`src/rtl/fd_period_monitor.sv`:
```
// -----------------------------------------------------------------------------
// fd_period_monitor
//
// Measures the period of a divided clock (div_in) in clk cycles, compares each
// measurement against EXP_PERIOD +/- TOL and tracks frequency lock with a
// small acquire/lock FSM. Missing div_in edges are reported as a timeout
// when the period counter saturates.
//
// Latency: a div_in rising edge first sampled at clk edge k produces a
// combinational rise in cycle k+1, and every registered output (period,
// period_vld, match_err, locked) updates together on edge k+2.
// -----------------------------------------------------------------------------
module fd_period_monitor #(
   parameter int CNT_W      = 8,  // period counter / period output width
   parameter int EXP_PERIOD = 4,  // expected div_in period in clk cycles
   parameter int TOL        = 0,  // allowed absolute deviation from EXP_PERIOD
   parameter int LOCK_CNT   = 4,  // consecutive matches needed to lock
   parameter int UNLOCK_CNT = 2   // consecutive mismatches needed to unlock
) (
   input  logic             clk,
   input  logic             rst_n,
   input  logic             div_in,
   output logic [CNT_W-1:0] period,
   output logic             period_vld,
   output logic             match_err,
   output logic             timeout,
   output logic             locked
);

   // --------------------------------------------------------------------------
   // Elaboration-time parameter sanity
   // --------------------------------------------------------------------------
   if (CNT_W < 2) begin : g_bad_cnt_w
      $error("fd_period_monitor: CNT_W must be at least 2");
   end
   if (LOCK_CNT < 1) begin : g_bad_lock_cnt
      $error("fd_period_monitor: LOCK_CNT must be at least 1");
   end
   if (UNLOCK_CNT < 1) begin : g_bad_unlock_cnt
      $error("fd_period_monitor: UNLOCK_CNT must be at least 1");
   end

   // --------------------------------------------------------------------------
   // Constants
   // --------------------------------------------------------------------------
   // Tolerance window is evaluated one bit wider than the counter so that
   // EXP_PERIOD + TOL never wraps; the lower bound clamps at zero.
   localparam int CMP_W  = CNT_W + 1;
   localparam int GOOD_W = $clog2(LOCK_CNT + 1);
   localparam int BAD_W  = $clog2(UNLOCK_CNT + 1);

   localparam logic [CNT_W-1:0] CNT_MAX     = '1;
   localparam logic [CNT_W-1:0] CNT_PRE_MAX = {{(CNT_W-1){1'b1}}, 1'b0};

   localparam logic [CMP_W-1:0] LO_BOUND =
      (EXP_PERIOD > TOL) ? CMP_W'(EXP_PERIOD - TOL) : '0;
   localparam logic [CMP_W-1:0] HI_BOUND = CMP_W'(EXP_PERIOD + TOL);

   // good/bad values on the measurement that completes the transition
   localparam logic [GOOD_W-1:0] LOCK_LAST   = GOOD_W'(LOCK_CNT - 1);
   localparam logic [BAD_W-1:0]  UNLOCK_LAST = BAD_W'(UNLOCK_CNT - 1);

   typedef enum logic [1:0] {
      ST_UNLOCKED = 2'd0,
      ST_ACQUIRE  = 2'd1,
      ST_LOCKED   = 2'd2
   } state_e;

   // --------------------------------------------------------------------------
   // Declarations
   // --------------------------------------------------------------------------
   // div_in synchronizer (s1, s2) and edge register (s3)
   logic             s1_q, s2_q, s3_q;

   // period counter and first-edge flag
   logic [CNT_W-1:0] cnt_q, cnt_d;
   logic             first_q, first_d;

   // registered outputs
   logic [CNT_W-1:0] period_q, period_d;
   logic             period_vld_q, period_vld_d;
   logic             match_err_q, match_err_d;
   logic             timeout_q, timeout_d;
   logic             locked_q, locked_d;

   // lock FSM
   state_e           state_q, state_d;
   logic [GOOD_W-1:0] good_q, good_d;
   logic [BAD_W-1:0]  bad_q, bad_d;

   // per-cycle events
   logic             rise;      // synchronized rising edge of div_in
   logic             meas;      // rise that yields a period measurement
   logic             tmo_hit;   // counter saturates this cycle without an edge
   logic             match;     // current counter value is inside tolerance
   logic [CMP_W-1:0] cnt_ext;

   // --------------------------------------------------------------------------
   // Event decode
   // --------------------------------------------------------------------------
   assign rise    = s2_q & ~s3_q;
   assign meas    = rise & first_q;
   // A rise in the saturating cycle counts as an edge, so it suppresses timeout.
   assign tmo_hit = ~rise & (cnt_q == CNT_PRE_MAX);
   assign cnt_ext = {1'b0, cnt_q};
   assign match   = (cnt_ext >= LO_BOUND) && (cnt_ext <= HI_BOUND);

   // Synchronize div_in into the clk domain and keep one stage for edge detect
   // NOTE: sequential state uses non-blocking assignments so every flop samples
   // the pre-edge value of its source; blocking here would collapse the chain.
   always_ff @(posedge clk or negedge rst_n) begin
      if (!rst_n) begin
         s1_q <= 1'b0;
         s2_q <= 1'b0;
         s3_q <= 1'b0;
      end else begin
         s1_q <= div_in;
         s2_q <= s1_q;
         s3_q <= s2_q;
      end
   end

   // Next-state for the period counter, first-edge flag and output pulses
   // NOTE: every signal assigned in always_comb gets a default at the top so no
   // path leaves it unassigned, which would otherwise infer a latch.
   always_comb begin
      cnt_d        = cnt_q;
      first_d      = first_q;
      period_d     = period_q;
      period_vld_d = 1'b0;
      match_err_d  = 1'b0;
      timeout_d    = 1'b0;

      if (rise) begin
         cnt_d = {{(CNT_W-1){1'b0}}, 1'b1};
      end else if (cnt_q != CNT_MAX) begin
         cnt_d = cnt_q + 1'b1;
      end

      if (tmo_hit) begin
         first_d   = 1'b0;
         timeout_d = 1'b1;
      end else if (rise) begin
         first_d = 1'b1;
      end

      if (meas) begin
         period_d     = cnt_q;
         period_vld_d = 1'b1;
         match_err_d  = ~match;
      end
   end

   // Counter and first-edge flag registers
   always_ff @(posedge clk or negedge rst_n) begin
      if (!rst_n) begin
         cnt_q   <= '0;
         first_q <= 1'b0;
      end else begin
         cnt_q   <= cnt_d;
         first_q <= first_d;
      end
   end

   // --------------------------------------------------------------------------
   // Lock FSM
   // --------------------------------------------------------------------------
   // FSM state and good/bad run-length counters
   always_ff @(posedge clk or negedge rst_n) begin
      if (!rst_n) begin
         state_q <= ST_UNLOCKED;
         good_q  <= '0;
         bad_q   <= '0;
      end else begin
         state_q <= state_d;
         good_q  <= good_d;
         bad_q   <= bad_d;
      end
   end

   // FSM next state: moves only on a measurement, or is forced down on timeout
   always_comb begin
      state_d = state_q;
      good_d  = good_q;
      bad_d   = bad_q;

      if (tmo_hit) begin
         state_d = ST_UNLOCKED;
         good_d  = '0;
         bad_d   = '0;
      end else if (meas) begin
         unique case (state_q)
            ST_UNLOCKED: begin
               if (match) begin
                  good_d = GOOD_W'(1);
                  if (LOCK_CNT == 1) begin
                     state_d = ST_LOCKED;
                     bad_d   = '0;
                  end else begin
                     state_d = ST_ACQUIRE;
                  end
               end
            end
            ST_ACQUIRE: begin
               if (match) begin
                  good_d = good_q + 1'b1;
                  if (good_q == LOCK_LAST) begin
                     state_d = ST_LOCKED;
                     bad_d   = '0;
                  end
               end else begin
                  good_d  = '0;
                  state_d = ST_UNLOCKED;
               end
            end
            ST_LOCKED: begin
               if (match) begin
                  bad_d = '0;
               end else if (bad_q == UNLOCK_LAST) begin
                  // Leave lock with a clean slate for the next acquisition.
                  state_d = ST_UNLOCKED;
                  good_d  = '0;
                  bad_d   = '0;
               end else begin
                  bad_d = bad_q + 1'b1;
               end
            end
            default: begin
               state_d = ST_UNLOCKED;
               good_d  = '0;
               bad_d   = '0;
            end
         endcase
      end
   end

   // FSM output decode: lock indicator follows the next state so it lands on
   // the same edge as the measurement that caused the transition
   always_comb begin
      locked_d = (state_d == ST_LOCKED);
   end

   // --------------------------------------------------------------------------
   // Output registers
   // --------------------------------------------------------------------------
   // All outputs are registered and update together
   always_ff @(posedge clk or negedge rst_n) begin
      if (!rst_n) begin
         period_q     <= '0;
         period_vld_q <= 1'b0;
         match_err_q  <= 1'b0;
         timeout_q    <= 1'b0;
         locked_q     <= 1'b0;
      end else begin
         period_q     <= period_d;
         period_vld_q <= period_vld_d;
         match_err_q  <= match_err_d;
         timeout_q    <= timeout_d;
         locked_q     <= locked_d;
      end
   end

   assign period     = period_q;
   assign period_vld = period_vld_q;
   assign match_err  = match_err_q;
   assign timeout    = timeout_q;
   assign locked     = locked_q;

endmodule

```
`config.mk`:
```
export PLATFORM = sky130hd
export DESIGN_NAME = fd_period_monitor
export DESIGN_NICKNAME = d
export VERILOG_FILES = /design/src/rtl/fd_period_monitor.sv
export SDC_FILE = /design/constraint.sdc
export NUM_CORES = 1
export LEC_CHECK = 0
export BUFFER_PORTS_ARGS = -buffer_cell sky130_fd_sc_hd__clkbuf_2
export CAP_MARGIN = 20
export CORE_ASPECT_RATIO = 0.75
export CORE_MARGIN = 3
export CORE_UTILIZATION = 30
export CTS_BUF_LIST = sky130_fd_sc_hd__clkbuf_8 sky130_fd_sc_hd__clkbuf_16
export DETAILED_ROUTE_END_ITERATION = 7
export GPL_ROUTABILITY_DRIVEN = 0
export PLACE_DENSITY = 0.57
export SLEW_MARGIN = 30
export SYNTH_ARGS = -nofsm -noshare
export SYNTH_HDL_FRONTEND = slang
export SYNTH_SLANG_ARGS = --single-unit
```
`constraint.sdc`:
```
create_clock -name clk -period 2.2 [get_ports clk]
set_input_delay 0.11 -clock clk [delete_from_list [all_inputs] [get_ports clk]]
set_output_delay 0.11 -clock clk [all_outputs]
set_load 0.005 [all_outputs]
```
==> flow_metrics.tcl, run 1 <==
set metrics [dict create \
    clock_tree_from_tritoncts "built" \
    swShare_pct 30.4 \
    die-height_um 66.4 \
    postCtsResizedCells 0 \
    num_io_pins 15 \
    first_iter_violations 70 \
    yosysUniqueCellTypes 42 \
    synth_seq_cells 31 \
    route.antenna.remaining_nets 0 \
    worst_ep_arrival_time_ns 2.17 \
    final-hold-violation-count 0 \
    syn_inst 127 \
    postSynthNetCount 135 \
    hpwl_mm 2.24 \
    finalMaxSlewViolations 0 \
    peak_supply_drop_uv 277 \
    antenna_found_initial 0 \
    route.vias.total 1064 \
    power.internal_w 0.000989 \
    worst_slew_margin_rel_pct 48.7 \
    pin_count_of_the_biggest_net_entering_global_routing 32 \
    first_pass_grt_wire_length_mm 5.31 \
    total_switching_power_w 0.000432 \
    number_of_drc_violations_after_detailed_routing 0 \
    rsz_0062_raised_after_global_routing "no" \
    finish.net_count 159 \
    first_pass_iters 4 \
    first_global_vias 1035 \
    final_common_cell "dfrtp_1" \
    initial_core_util_pct 31.9 \
    synth_area_mm2 0.00146 \
    pwr_density_cell_mw_per_mm2 828 \
    power_frac_clock_pct 28.7 \
    fmaxAchievable_mhz 500 \
    timing_worst_slew_pin_value_ns 0.769 \
    finalPower_w 0.00142 \
    clkSinkCount 31 \
    num_rows 21 \
    gr-usage-all-layers_pct 12.3 \
    die_x_um 86.5 \
    cts_max_level 2 \
    sequential_element_share_of_the_synthesized_area_pct 53.2 \
    core_area_mm2 0.00457 \
    type_of_the_worst_setup_path "flip-flop to flip-flop" \
    worst_min_delay_path_category "flip-flop to flip-flop" \
    syn-mean-instance-area_um2 11.5 \
    endpoint_kind "flip-flop" \
    maxCapViolCount 0 \
    main_synth_ff_type "dfrtp_1" \
    run_status "completed" \
    clock_slew_seen_by_the_registers_of_the_worst_setup_and_hold_paths_ns 0.07 \
    critPathRequiredTime_ns 2.37 \
    power_frac_seq_pct 52.5 \
    ys.warnings.count 0 \
    cts-root-to-sink-buffers 2 \
    finalWorstPathRequiredPeriod_ns 2.00 \
    post_cts_hold_buffer_count 2 \
    power.share.combinational_pct 18.8 \
    syn_to_final_growth_pct 17.6 \
    post-route-period-util_pct 91.0 \
    wirelength_mm 3.06 \
    leakage_nw 0.806 \
    drt-vias-per-instance 5.09 \
    clk_latency_ns 0.28 \
    route.detailed.wl_per_inst_um 14.7 \
    worst_setup_path_start_kind "flip-flop" \
    finish.instance_area_mm2 0.00172 \
    cts-root-buf "clkbuf_8" \
    share_of_synthesized_flip_flops_with_an_asynchronous_set_or_reset_pct 100 \
    finalSetupTns_ns 0 \
    n_antenna_cell 0 \
    timing.clock.skew_ns 0.00896 \
    cts_setup_buffers 0 \
    grt-ovfl-total 0 \
    fp.dieArea_mm2 0.00574 \
    synth_enable_flop_cells 0 \
    leading_cell_types_in_the_layout_fill_and_taps_excluded "31 x dfrtp_1, 14 x clkbuf_2, 10 x nor2_1" \
    setup_viol 0 \
    worst-path-max-fanout 6 \
    tritoncts.num_buffers 5 \
    postPlaceCellArea_mm2 0.00161 \
    numPortBuffers 14 \
    layout-drive-gt1-share_pct 25.0 \
]
## layout make-up
class	instances	area, µm²
inverters	7	26.3
clock inverters	3	12.5
fillers	476	2860
flip-flops and latches	31	776
well taps	57	71.3
repair buffers	20	120
multi-input cells	86	641
clock buffers	5	68.8
## cells in the mapped netlist (all sizes together) (2+ instances only)
master / number / share of area (%)
nor4: 2 / 1.3
and2: 2 / 0.86
a21oi: 4 / 1.4
nor2b: 2 / 0.86
dfrtp: 31 / 53
buf: 2 / 0.86
a211oi: 2 / 1.0
a31oi: 3 / 1.3
mux2i: 3 / 2.1
nand2b: 4 / 1.7
ha: 5 / 4.3
nand3: 4 / 1.4
mux2: 7 / 5.7
inv: 7 / 1.8
nand2: 8 / 2.1
nor3: 4 / 1.7
o21ai: 5 / 1.7
xnor2: 3 / 1.8
nor2: 10 / 2.6
## logic make-up after synthesis
logic type | Yosys count | synth area share, %
flip-flops | 31 | 53.2
AND/OR/NAND/NOR | 47 | 20.1
buffers and inverters | 10 | 2.92
XOR/XNOR | 4 | 2.40
AO/OA/AOI/OAI | 20 | 9.43
adder cells (fa/ha/maj) | 5 | 4.29
multiplexers | 10 | 7.72
## metrics by stage
| step | hold WS (ns) | utilization [%] | setup WS, ns | cells |
|---|---|---|---|---|
| final | 0.359 | 37.5 | 0.198 | 209 |
| after floorplan | -0.186 | - | 0.360 | 127 |
| after detailed placement | 0.220 | 35.3 | 0.211 | 199 |
| after CTS | 0.360 | 37.5 | 0.205 | 209 |
| after global placement | 0.216 | 35.3 | 0.298 | 199 |
| after global routing | 0.365 | 37.5 | 0.104 | 209 |
## critical path: stages, from the launching register on
cell and delay, ns:
dfrtp_1 0.41, inv_1 0.18, ha_1 0.17, and4bb_2 0.30, a2111oi_2 0.10, nor4_2 0.39
mux2_4 0.33
## power by group through the flow
stage | Sequential (W) | Combinational, W | Clock (W)
after floorplan | 0.000730 | 0.000173 | 0
after global placement | 0.000749 | 0.000261 | 0
after detailed placement | 0.000754 | 0.000265 | 0
after CTS | 0.000745 | 0.000270 | 0.000429
after global routing | 0.000761 | 0.000306 | 0.000464
final | 0.000745 | 0.000268 | 0.000408
## state kept, by name, indices dropped and copies added, names as in the netlist, 2 cells and up
signal and count:
bad_q 2, cnt_q 8, good_q 3, period 8, state_q 2
## per-layer routing
| metal | track usage [%] | share of wire [%] | wire length, µm | vias up |
|---|---|---|---|---|
| met2 | 17.8 | 45 | 1380 | 31 |
| met4 | 5.25 | 1.3 | 39 | 0 |
| met5 | 0 | 0 | 0 | - |
| li1 | - | - | - | 500 |
| met3 | 3.74 | 6.3 | 194 | 5 |
| met1 | 16.8 | 47 | 1450 | 528 |
## path summary, 6_finish.rpt
| check | from | to | slack [ns] | cells past startpoint |
|---|---|---|---|---|
| max reg2reg | cnt_q[0] | good_q[2] | 0.20 | 6 |
| min | s1_q | s2_q | 0.36 | 0 |
| min reg2reg | s1_q | s2_q | 0.36 | 0 |
| min in group asynchronous | rst_n | state_q[1] | 0.43 | 2 |
| max | cnt_q[0] | good_q[2] | 0.20 | 6 |
| max in group asynchronous | rst_n | s1_q | 1.27 | 2 |
(Power assumes the default switching activity.)
==> run 2, diff against run 1 <==
--- a/config.mk
+++ b/config.mk
@@ -6,13 +6,13 @@
 export NUM_CORES = 1
 export LEC_CHECK = 0
 export BUFFER_PORTS_ARGS = -buffer_cell sky130_fd_sc_hd__clkbuf_2
-export CAP_MARGIN = 20
-export CORE_ASPECT_RATIO = 0.75
+export CORE_ASPECT_RATIO = 0.8
 export CORE_MARGIN = 3
 export CORE_UTILIZATION = 30
 export CTS_BUF_LIST = sky130_fd_sc_hd__clkbuf_8 sky130_fd_sc_hd__clkbuf_16
 export DETAILED_ROUTE_END_ITERATION = 7
 export GPL_ROUTABILITY_DRIVEN = 0
+export GPL_TIMING_DRIVEN = 0
 export PLACE_DENSITY = 0.57
 export SLEW_MARGIN = 30
 export SYNTH_ARGS = -nofsm -noshare
==> run 2 against run 1 <==
Effect of this change: worst hold slack worse by 0.011 ns; sequential share of layout area is 0.099 points higher; worst setup slack worse by 0.071 ns; largest cell class unchanged; highest routed layer unchanged.
==> flow_metrics.tcl, run 2 (same netlist as run 1, synthesis figures left out) <==
set metrics [dict create \
    power_frac_clock_pct 29.9 \
    post_cts_hold_buffer_count 2 \
    critPathRequiredTime_ns 2.35 \
    first_pass_grt_wire_length_mm 5.29 \
    power.share.combinational_pct 18.5 \
    first_iter_violations 49 \
    n_antenna_cell 0 \
    fillCellCount 457 \
    peak_supply_drop_uv 309 \
    clk_latency_ns 0.27 \
    minimum_setup_slack_in_the_final_design_ns 0.127 \
    finalMaxSlewViolations 0 \
    type_of_the_worst_setup_path "flip-flop to flip-flop" \
    worst_r2r_endpoint "good_q[2]" \
    power_frac_seq_pct 51.6 \
    hpwl_mm 2.10 \
    worst_slew_margin_rel_pct 49.9 \
    timing.reg2reg.setup_slack_ns 0.13 \
    grt-ovfl-total 0 \
    pwr_density_cell_mw_per_mm2 842 \
    leading_cell_types_in_the_layout_fill_and_taps_excluded "31 x dfrtp_1, 14 x clkbuf_2, 10 x nor2_1" \
    num_io_pins 15 \
    cts-root-buf "clkbuf_8" \
    clock_slew_seen_by_the_registers_of_the_worst_setup_and_hold_paths_ns 0.06 \
    die_x_um 84.0 \
    seq_area_um2 776 \
    first_pass_iters 4 \
    worst_min_delay_path_category "flip-flop to flip-flop" \
    fmaxAchievable_mhz 482 \
    hold-path-endpoint "s2_q" \
    finalSetupTns_ns 0 \
    cts_setup_buffers 0 \
    timing.clock.skew_ns 0.00622 \
    final-hold-violation-count 0 \
    worst-path-max-fanout 6 \
    reg2reg_from "cnt_q[0]" \
    clkSinkCount 31 \
    finish.net_count 158 \
    endpoint_kind "flip-flop" \
    timing_worst_slew_pin_value_ns 0.752 \
    cts_max_level 2 \
    route.antenna.remaining_nets 0 \
    route.detailed.wl_per_inst_um 13.8 \
    finalWorstPathRequiredPeriod_ns 2.07 \
    timing.reg2reg.worst_path_depth 6 \
    worst_ep_arrival_time_ns 2.23 \
    swShare_pct 29.2 \
    drt-vias-per-instance 4.98 \
    post-route-period-util_pct 94.2 \
    number_of_drc_violations_after_detailed_routing 0 \
    layout-drive-gt1-share_pct 24.7 \
    run_status "completed" \
    clock_tree_from_tritoncts "built" \
    gr-usage-all-layers_pct 11.6 \
    leakage_nw 0.794 \
    postPlaceCellArea_mm2 0.00160 \
    first_global_vias 1055 \
    postCtsResizedCells 0 \
    initial_core_util_pct 31.4 \
    antenna_found_initial 0 \
    total_switching_power_w 0.000420 \
    cts-root-to-sink-buffers 2 \
    pre_cts_setup_slack_ns 0.135 \
    route.vias.total 1045 \
    min-delay-start "s1_q" \
    core_area_mm2 0.00465 \
    rsz_0062_raised_after_global_routing "no" \
    wirelength_mm 2.90 \
    num_rows 22 \
    worst_setup_path_start_kind "flip-flop" \
    min_path_cells 0 \
    multi_input_area_um2 641 \
    die-height_um 68.4 \
    fp.dieArea_mm2 0.00574 \
    finish.instance_area_mm2 0.00171 \
    power.internal_w 0.00102 \
    setup_viol 0 \
    tritoncts.num_buffers 5 \
    pin_count_of_the_biggest_net_entering_global_routing 32 \
    final_common_cell "dfrtp_1" \
    numPortBuffers 14 \
    maxCapViolCount 0 \
    syn_to_final_growth_pct 17.3 \
]
-- run 2: area by class of cell --
| cell class | instances | share of cell area (%) |
|---|---|---|
| Sequential cell | 31 | 45.3 |
| Tap cell | 60 | 4.39 |
| Multi-Input combinational cell | 86 | 37.4 |
| Buffer | 3 | 0.950 |
| Clock inverter | 1 | 0.292 |
| Inverter | 7 | 1.54 |
| Clock buffer | 6 | 4.82 |
| Timing Repair Buffer | 16 | 5.26 |
-- run 2: worst max-delay path by stage --
stage          startpoint         to  cells past startpoint
3_5_place_dp     cnt_q[0]  good_q[2]                      6
2_1_floorplan    cnt_q[0]  good_q[2]                      6
3_3_place_gp     cnt_q[0]  good_q[2]                      6
5_1_grt          cnt_q[0]  good_q[2]                      6
4_1_cts          cnt_q[0]  good_q[2]                      6
6_report         cnt_q[0]  good_q[2]                      6
-- run 2: power groups by stage --
stage	clock, W	combinational [W]	sequential [W]
after CTS	0.000451	0.000272	0.000741
after floorplan	0	0.000173	0.000730
final	0.000431	0.000267	0.000743
after detailed placement	0	0.000266	0.000753
after global placement	0	0.000258	0.000744
after global routing	0.000485	0.000309	0.000762
-- run 2: through the flow --
step           hold WS, ns  util [%]  instances  power, W
6_report             0.348      36.8        210   0.00144
5_1_grt              0.357      36.8        210   0.00155
4_1_cts              0.350      36.8        210   0.00146
3_5_place_dp         0.221      34.5        201   0.00102
3_3_place_gp         0.213      34.5        201   0.00100
2_1_floorplan       -0.186         -        127  0.000903
-- run 2: worst max-delay path, stage by stage, from the launching register on --
cell       delay, ns
dfrtp_1         0.41
inv_1           0.18
ha_1            0.18
and4bb_2        0.31
a2111oi_2       0.11
nor4_2          0.42
mux2_4          0.34
-- run 2: per-layer routing --
metal | vias up | share of wire (%) | global-route usage (%)
met5 | - | 0 | 0
met4 | 0 | 1.2 | 3.61
met3 | 5 | 6.2 | 3.73
met2 | 38 | 45 | 18.1
met1 | 505 | 48 | 15.5
li1 | 497 | - | -
==> run 3, diff against run 2 <==
--- a/config.mk
+++ b/config.mk
@@ -6,14 +6,13 @@
 export NUM_CORES = 1
 export LEC_CHECK = 0
 export BUFFER_PORTS_ARGS = -buffer_cell sky130_fd_sc_hd__clkbuf_2
-export CORE_ASPECT_RATIO = 0.8
+export CORE_ASPECT_RATIO = 2
 export CORE_MARGIN = 3
 export CORE_UTILIZATION = 30
 export CTS_BUF_LIST = sky130_fd_sc_hd__clkbuf_8 sky130_fd_sc_hd__clkbuf_16
 export DETAILED_ROUTE_END_ITERATION = 7
 export GPL_ROUTABILITY_DRIVEN = 0
 export GPL_TIMING_DRIVEN = 0
-export PLACE_DENSITY = 0.57
 export SLEW_MARGIN = 30
 export SYNTH_ARGS = -nofsm -noshare
 export SYNTH_HDL_FRONTEND = slang
==> run 3 against run 2 <==
Effect of this change: routed wire length rose by 1.3%; clock-buffer cell count fell by 1; largest power group unchanged; largest cell class unchanged; sequential share of layout area fell by 0.23 points; highest routed layer unchanged.
==> flow_metrics.tcl, run 3 (same netlist as run 1, synthesis figures left out) <==
set metrics [dict create \
    number_of_drc_violations_after_detailed_routing 0 \
    worst_ep_arrival_time_ns 2.17 \
    cts_setup_buffers 0 \
    wirelength_mm 2.93 \
    clkSinkCount 31 \
    first_iter_violations 31 \
    maxCapViolCount 0 \
    crit_buf_inv 1 \
    critPathRequiredTime_ns 2.36 \
    fp.dieArea_mm2 0.00579 \
    route.antenna.remaining_nets 0 \
    finalSetupTns_ns 0 \
    pin_count_of_the_biggest_net_entering_global_routing 32 \
    finalWorstPathRequiredPeriod_ns 2.01 \
    crit_chain "inv_1 -> ha_1 -> and4bb_2 -> a2111oi_2 -> nor4_2 -> mux2_4" \
    fmaxAchievable_mhz 498 \
    type_of_the_worst_setup_path "flip-flop to flip-flop" \
    placed_cells_incl_taps 196 \
    critical_path.max_stage_delay_ns 0.40 \
    clock_tree_from_tritoncts "built" \
    core_area_mm2 0.00464 \
    worst_slew_margin_rel_pct 49.7 \
    first_pass_grt_wire_length_mm 5.39 \
    clk_latency_ns 0.28 \
    first_global_vias 1139 \
    initial_core_util_pct 31.4 \
    gr-usage-all-layers_pct 11.8 \
    numPortBuffers 14 \
    timing.critical_path.max_delay_family "simple AND/OR/NAND/NOR gates" \
    layout-drive-gt1-share_pct 24.0 \
    finalMaxSlewViolations 0 \
    worst_min_delay_path_category "flip-flop to flip-flop" \
    drt-vias-per-instance 5.05 \
    run_status "completed" \
    final-hold-violation-count 0 \
    clock_slew_seen_by_the_registers_of_the_worst_setup_and_hold_paths_ns 0.06 \
    worst-path-max-fanout 6 \
    peak_supply_drop_uv 465 \
    tritoncts.num_buffers 5 \
    minimum_setup_slack_in_the_final_design_ns 0.191 \
    cts-root-buf "clkbuf_8" \
    num_io_pins 15 \
    worst_setup_path_start_kind "flip-flop" \
    syn_to_final_growth_pct 17.9 \
    final_common_cell "dfrtp_1" \
    pre_cts_setup_slack_ns 0.184 \
    timing_worst_slew_pin_value_ns 0.755 \
    route.vias.total 1036 \
    timing.reg2reg.setup_slack_ns 0.19 \
    timing.clock.skew_ns 0.00689 \
    rsz_0062_raised_after_global_routing "no" \
    postPlaceCellArea_mm2 0.00160 \
    cts_max_level 2 \
    final_cell_count_no_fill 205 \
    setup_viol 0 \
    critPathSlowestCell "dfrtp_1" \
    cts-root-to-sink-buffers 2 \
    antenna_found_initial 0 \
    finish.instance_area_mm2 0.00172 \
    n_antenna_cell 0 \
    die-height_um 105 \
    leading_cell_types_in_the_layout_fill_and_taps_excluded "31 x dfrtp_1, 14 x clkbuf_2, 10 x nor2_1" \
    post-route-period-util_pct 91.3 \
    grt-ovfl-total 0 \
    die_x_um 55.3 \
    first_pass_iters 4 \
    leakage_nw 0.802 \
    endpoint_kind "flip-flop" \
    pwr_density_cell_mw_per_mm2 888 \
    hpwl_mm 2.23 \
    finish.net_count 158 \
    finalHoldWorstSlack_ns 0.352 \
    num_rows 35 \
    route.detailed.wl_per_inst_um 14.3 \
]
run 3: cell types whose count changed in the layout (fill, tap and decap cells not counted):
cell and delta:
bufinv_16 +1, clkbuf_8 -1, clkinv_2 -1, inv_1 +1
run 3: metal layers:
layer | global-route usage, % | wire length, µm | vias up
li1 | - | - | 498
met1 | 11.5 | 1020 | 514
met2 | 22.0 | 1750 | 18
met3 | 2.97 | 83 | 6
met4 | 5.74 | 80 | 0
met5 | 0 | 0 | -
run 3: final cells by class:
class	count	area, µm²
buffer	3	16.3
clock buffer	5	68.8
clock inverter	2	33.8
fill	485	2920
inverter	7	26.3
multi-input combinational	86	641
sequential	31	776
tap	55	68.8
timing repair buffer	16	90.1
run 3: report_power, final:
group	switching [W]	internal (W)
clock	0.000196	0.000327
combinational	0.000141	0.000123
sequential	0.0000875	0.000653
run 3: path summary, 6_finish.rpt:
path                            startpoint         to  cells past startpoint
worst max-delay path              cnt_q[0]  good_q[2]                      6
worst min-delay path                  s1_q       s2_q                      0
worst max register to register    cnt_q[0]  good_q[2]                      6
worst min register to register        s1_q       s2_q                      0
max in group asynchronous            rst_n  period[6]                      2
min in group asynchronous            rst_n   bad_q[0]                      2
run 3: repair_timing:
item                                    in CTS  in global routing
resized for setup                            0                  0
hold buffers                                 2                  0
hold endpoints to repair                    32                  0
endpoints found under the setup margin       0                  0
run 3: stage by stage:
stage	power, W	utilization [%]
after floorplan	0.000903	-
after global placement	0.00101	34.4
after detailed placement	0.00102	34.4
after CTS	0.00156	37.1
after global routing	0.00163	37.1
final	0.00153	37.1
